--- config.mk ---
export PLATFORM = sky130hd
export DESIGN_NAME = imm_encoder
export DESIGN_NICKNAME = d
export VERILOG_FILES = /design/src/rtl/imm_encoder.sv
export SDC_FILE = /design/constraint.sdc
export NUM_CORES = 1
export LEC_CHECK = 0
export BUFFER_PORTS_ARGS = -buffer_cell sky130_fd_sc_hd__buf_4
export CAP_MARGIN = 20
export CORE_UTILIZATION = 55
export CTS_BUF_LIST = sky130_fd_sc_hd__clkbuf_8 sky130_fd_sc_hd__clkbuf_16
export CTS_CLUSTER_DIAMETER = 100
export DETAILED_ROUTE_END_ITERATION = 7
export PLACE_DENSITY = 0.74
export SYNTH_ARGS = -nofsm -noshare
export SYNTH_HDL_FRONTEND = slang
export SYNTH_SLANG_ARGS = --single-unit
--- constraint.sdc ---
create_clock -name clk -period 3.6 [get_ports clk]
set_clock_uncertainty 0.1 [all_clocks]
set_input_delay 0.18 -clock clk [delete_from_list [all_inputs] [get_ports clk]]
set_output_delay 0.18 -clock clk [all_outputs]
set_load 0.05 [all_outputs]
--- src/rtl/imm_encoder.sv ---
// Iterative ARM data-processing immediate encoder: finds the smallest rotate such that
// valueIn == ROR(imm8, 2*rotate). Optional inverted (MVN/BIC) second pass under IMM_ENCODER_INVERT_EN.
module imm_encoder (
    input  logic        clk,
    input  logic        reset,
    input  logic        start,
    input  logic [31:0] valueIn,
    output logic        busy,
    output logic        done,
    output logic        found,
    output logic [11:0] data12Out,
    output logic        invertOut
);

    typedef enum logic [1:0] {
        IDLE   = 2'd0,
        SEARCH = 2'd1,
        DONE   = 2'd2
    } state_t;

    state_t      state_r, state_s;
    logic [31:0] work_r, work_s;
    logic [3:0]  rot_r, rot_s;
    logic        busy_r, busy_s;
    logic        done_r, done_s;
    logic        found_r, found_s;
    logic [11:0] data_r, data_s;
    logic [31:0] cand_s;
    logic        accept_s;
`ifdef IMM_ENCODER_INVERT_EN
    logic        pass_r, pass_s;
    logic        inv_r, inv_s;
`endif

    function automatic logic [31:0] rol32(input logic [31:0] x, input logic [4:0] s);
        logic [63:0] t;
        t = {x, x} << s;
        return t[63:32];
    endfunction

    // Next-state and next-output logic for the rotation search
    always_comb begin
        state_s  = state_r;
        work_s   = work_r;
        rot_s    = rot_r;
        busy_s   = 1'b0;
        done_s   = 1'b0;
        found_s  = found_r;
        data_s   = data_r;
`ifdef IMM_ENCODER_INVERT_EN
        pass_s   = pass_r;
        inv_s    = inv_r;
`endif
        cand_s   = rol32(work_r, {rot_r, 1'b0});
        accept_s = start && ((state_r == IDLE) || (state_r == DONE));

        case (state_r)
            IDLE, DONE: begin
                if (accept_s) begin
                    work_s  = valueIn;
                    rot_s   = 4'd0;
                    found_s = 1'b0;
                    data_s  = 12'd0;
`ifdef IMM_ENCODER_INVERT_EN
                    pass_s  = 1'b0;
                    inv_s   = 1'b0;
`endif
                    busy_s  = 1'b1;
                    state_s = SEARCH;
                end else begin
                    state_s = IDLE;
                end
            end
            SEARCH: begin
                busy_s = 1'b1;
                if (cand_s[31:8] == 24'd0) begin
                    data_s  = {rot_r, cand_s[7:0]};
                    found_s = 1'b1;
`ifdef IMM_ENCODER_INVERT_EN
                    inv_s   = pass_r;
`endif
                    busy_s  = 1'b0;
                    done_s  = 1'b1;
                    state_s = DONE;
                end else if (rot_r == 4'd15) begin
`ifdef IMM_ENCODER_INVERT_EN
                    // Direct miss: retry the search on the complemented constant
                    if (!pass_r) begin
                        work_s = ~work_r;
                        rot_s  = 4'd0;
                        pass_s = 1'b1;
                    end else begin
                        busy_s  = 1'b0;
                        done_s  = 1'b1;
                        state_s = DONE;
                    end
`else
                    busy_s  = 1'b0;
                    done_s  = 1'b1;
                    state_s = DONE;
`endif
                end else begin
                    rot_s = rot_r + 4'd1;
                end
            end
            default: begin
                state_s = IDLE;
            end
        endcase
    end

    // State and registered outputs
    always_ff @(posedge clk or posedge reset) begin
        if (reset) begin
            state_r <= IDLE;
            work_r  <= 32'd0;
            rot_r   <= 4'd0;
            busy_r  <= 1'b0;
            done_r  <= 1'b0;
            found_r <= 1'b0;
            data_r  <= 12'd0;
`ifdef IMM_ENCODER_INVERT_EN
            pass_r  <= 1'b0;
            inv_r   <= 1'b0;
`endif
        end else begin
            state_r <= state_s;
            work_r  <= work_s;
            rot_r   <= rot_s;
            busy_r  <= busy_s;
            done_r  <= done_s;
            found_r <= found_s;
            data_r  <= data_s;
`ifdef IMM_ENCODER_INVERT_EN
            pass_r  <= pass_s;
            inv_r   <= inv_s;
`endif
        end
    end

    assign busy      = busy_r;
    assign done      = done_r;
    assign found     = found_r;
    assign data12Out = data_r;
`ifdef IMM_ENCODER_INVERT_EN
    assign invertOut = inv_r;
`else
    assign invertOut = 1'b0;
`endif

endmodule

==> results.sh <==
export IMPL_status="completed"
export IMPL_drv_slew=0
export IMPL_dp_hpwl_um=6490
export IMPL_yosys_warnings=0
export IMPL_syn_area_per_cell_um2=9.32
export IMPL_routed_wl_um=9210
export IMPL_clk_pin_slew_ps=90
export IMPL_slowest_delay_ps=690
export IMPL_synthTopCellsByArea="dfrtp_1 (37%), mux4_2 (14%), nand2_1 (14%)"
export IMPL_leakagePower_nw=2.12
export IMPL_critPathTopFamily="compound AO/OA/AOI/OAI gates"
export IMPL_vias=3125
export IMPL_die_y_um=82.5
export IMPL_syn_area_um2=3560
export IMPL_worst_path_buf_inv=1
export IMPL_ir_drop_uv=478
export IMPL_gp_congestion=0.951
export IMPL_ant_nets=0
export IMPL_cts_inserted_buffers=5
export IMPL_synth_flop_cell="dfrtp_1"
export IMPL_synth_top_family_by_area="multiplexers"
export IMPL_drt_iter0_markers=306
export IMPL_async_flop_share_pct=100
export IMPL_worstPathRequired_ps=3690
export IMPL_synth_edf_count=0
export IMPL_slew_headroom_pct=33.0
export IMPL_powerDensity_nw_per_um2=831
export IMPL_row_count=28
export IMPL_worstMarginPinSlew_ps=1010
export IMPL_hold_path_depth=4
export IMPL_post_drt_via_cell_ratio=5.90
export IMPL_rsz0062_at_grt="no"
export IMPL_grt_usage_pct=29.5
export IMPL_gr_total_overflow=0
export IMPL_min_to="work_r[20]"
export IMPL_clock_latency_ps=310
export IMPL_final_cells=530
export IMPL_portBuffers=49
export IMPL_start_kind="flop"
export IMPL_cts_max_level=2
export IMPL_fin_area_um2=4380
export IMPL_max_freq_mhz=304
export IMPL_worstPathCellList="buf_4 > mux2i_1 > o211ai_1 > a221oi_1 > and3_1 > o2111a_2 > o21ai_2 > mux2_1"
export IMPL_drt_pass1_iterations=5
export IMPL_grt_pass1_vias=2935
export IMPL_clk_path_buf_depth=2
export IMPL_design_die_area_um2=6800
export IMPL_crit_fanout=21
export IMPL_worstReg2RegStart="rot_r[0]"
export IMPL_synth_cell_types=49
export IMPL_wire_per_inst_um=17.4
export IMPL_power_total_w=0.00364
export IMPL_crit_arrival_ps=3390
export IMPL_die_w_um=82.5
export IMPL_hp_start="start"
export IMPL_hold_slack_ps=321
export IMPL_hp_class="input pin to flop"
export IMPL_ios=51
export IMPL_grt_start_max_net_pins=29
export IMPL_antenna_cells=0
export IMPL_r2r_end="data12Out[3]"
export IMPL_r2r_slack_ps=310
export IMPL_syn_inst=382
export IMPL_yosys_area_top_type="dfrtp_1"
export IMPL_ys_seq_elements=53
export IMPL_drc=0
export IMPL_end_kind="flop"
export IMPL_clockRootBuffer="clkbuf_8"
export IMPL_synth_seq_area_share_pct=37.2
export IMPL_coreArea_um2=6100
export IMPL_clock_sinks=53
export IMPL_synthSimpleGateAreaFrac_pct=24.8
export IMPL_finalCriticalPeriod_ps=3290
export IMPL_cap_viol_max_count=0
export IMPL_cts_tree="built"
export IMPL_crit_type="flop to flop"
export IMPL_synth_compound_area_share_pct=7.98
export IMPL_drive_gt1_share_pct=22.6
export IMPL_antenna_found_initial=0
export IMPL_grt_pass1_wl_um=14800
export IMPL_cts_resized=0
export IMPL_nNetsFinal=490
export IMPL_start_util_pct=58.4
export IMPL_dpl_cell_area_um2=3970
export IMPL_crit_slowest_cell="dfrtp_2"
export IMPL_synthMuxAreaShare_pct=25.0
export IMPL_area_delta_synth_final_pct=23.0
export IMPL_synth_xor_area_share_pct=0
export IMPL_syn_nets=418
export IMPL_yosysTopAreaCellShare_pct=37.2
export IMPL_setup_violations=0
export IMPL_synth_adder_area_share_pct=0.351
export IMPL_fin_tns_setup_ps=0
export IMPL_worstRegToRegCells=8
export IMPL_finalHoldViolations=0
export IMPL_period_share_pct=91.5
export IMPL_dp_cells=489
## stage by stage
| step | util [%] | setup slack [ps] |
|---|---|---|
| floorplan | - | 899 |
| global placement | 65.1 | 424 |
| detailed placement | 65.1 | 340 |
| CTS | 71.9 | 309 |
| global route | 71.9 | 19.7 |
| finish | 71.9 | 307 |
## registers in the layout, indices dropped and copies added (netlist names)
signal     flops
found          1
busy           1
work_r        32
done           1
rot_r          4
data12Out     12
state_r        2
## logic make-up after synthesis
| logic type | Yosys count |
|---|---|
| other | 1 |
| AOI/OAI and AO/OA | 38 |
| muxes | 60 |
| adders and majority gates | 1 |
| DFF | 53 |
| buffers and inverters | 32 |
| and+or+nand+nor | 197 |
## power breakdown
group,total [W],switching (W),internal [W]
Sequential,0.00124,0.000445,0.000800
Combinational,0.00208,0.00105,0.00103
Clock,0.000317,0.000186,0.000130
## worst reg2reg max path, delay by kind of cell, from the launching register on
family	cells	cell delay [ps]
DFF	1	690
and+or+nand+nor	1	220
AOI/OAI and AO/OA	4	1110
muxes	2	710
buffers and inverters	1	350
## layout by cell type (no fill, tap or decap), types with 2 or more instances in the layout
| cell | count |
|---|---|
| nand2_1 | 130 |
| buf_4 | 58 |
| dfrtp_1 | 52 |
| dlygate4sd3_1 | 33 |
| mux2i_1 | 29 |
| mux4_2 | 22 |
| nor3_1 | 14 |
| a21oi_1 | 13 |
| nor2_1 | 11 |
| and2_1 | 7 |
| nor3b_1 | 7 |
| mux2_1 | 6 |
| inv_1 | 5 |
| o21ai_0 | 5 |
| o211ai_1 | 5 |
| nand3_1 | 5 |
| clkbuf_8 | 5 |
| nor4b_1 | 3 |
| nor2b_1 | 3 |
| o32ai_1 | 3 |
| or2_2 | 3 |
| or2_1 | 3 |
| nand2b_1 | 2 |
| inv_2 | 2 |
| nor4_1 | 2 |
| mux2_2 | 2 |
| or3_1 | 2 |
## final cells by class
class                      count  area, µm²
clock inverter                 3       11.3
inverter                       5       18.8
tap                           75       93.8
timing repair buffer          92        786
multi-input combinational    297       2080
fill                         489       1710
clock buffer                   5       68.8
sequential                    53       1330
## timing repair
item / 4_1_cts / 5_1_grt
hold endpoints to repair: 58 / 0
buffers inserted: 0 / 0
hold buffers: 33 / 0
## Yosys cell counts, drive strengths merged (9+ instances only)
cell type and n:
dfrtp 53, mux4 22, nor2 11, nand2 130, clkbuf 16, mux2i 29, a21oi 15, buf 11
mux2 9, nor3 14
## worst max path at each step
stage,start,to,slack (ps),cells after the start
final,rot_r[0],data12Out[3],310,8
after global routing,rot_r[0],data12Out[7],20,8
after CTS,rot_r[0],data12Out[3],310,8
after detailed placement,rot_r[0],data12Out[3],340,8
after global placement,rot_r[0],data12Out[7],420,8
after floorplan,rot_r[0],data12Out[0],900,9
## per-layer routing
| layer | part of all wire, % | vias up | GRT usage, % |
|---|---|---|---|
| li1 | - | 1472 | - |
| met1 | 43 | 1499 | 40.7 |
| met2 | 49 | 140 | 49.3 |
| met3 | 6.5 | 14 | 3.96 |
| met4 | 1.7 | 0 | 7.19 |
| met5 | 0 | - | 0 |
(Power assumes the default switching activity.)
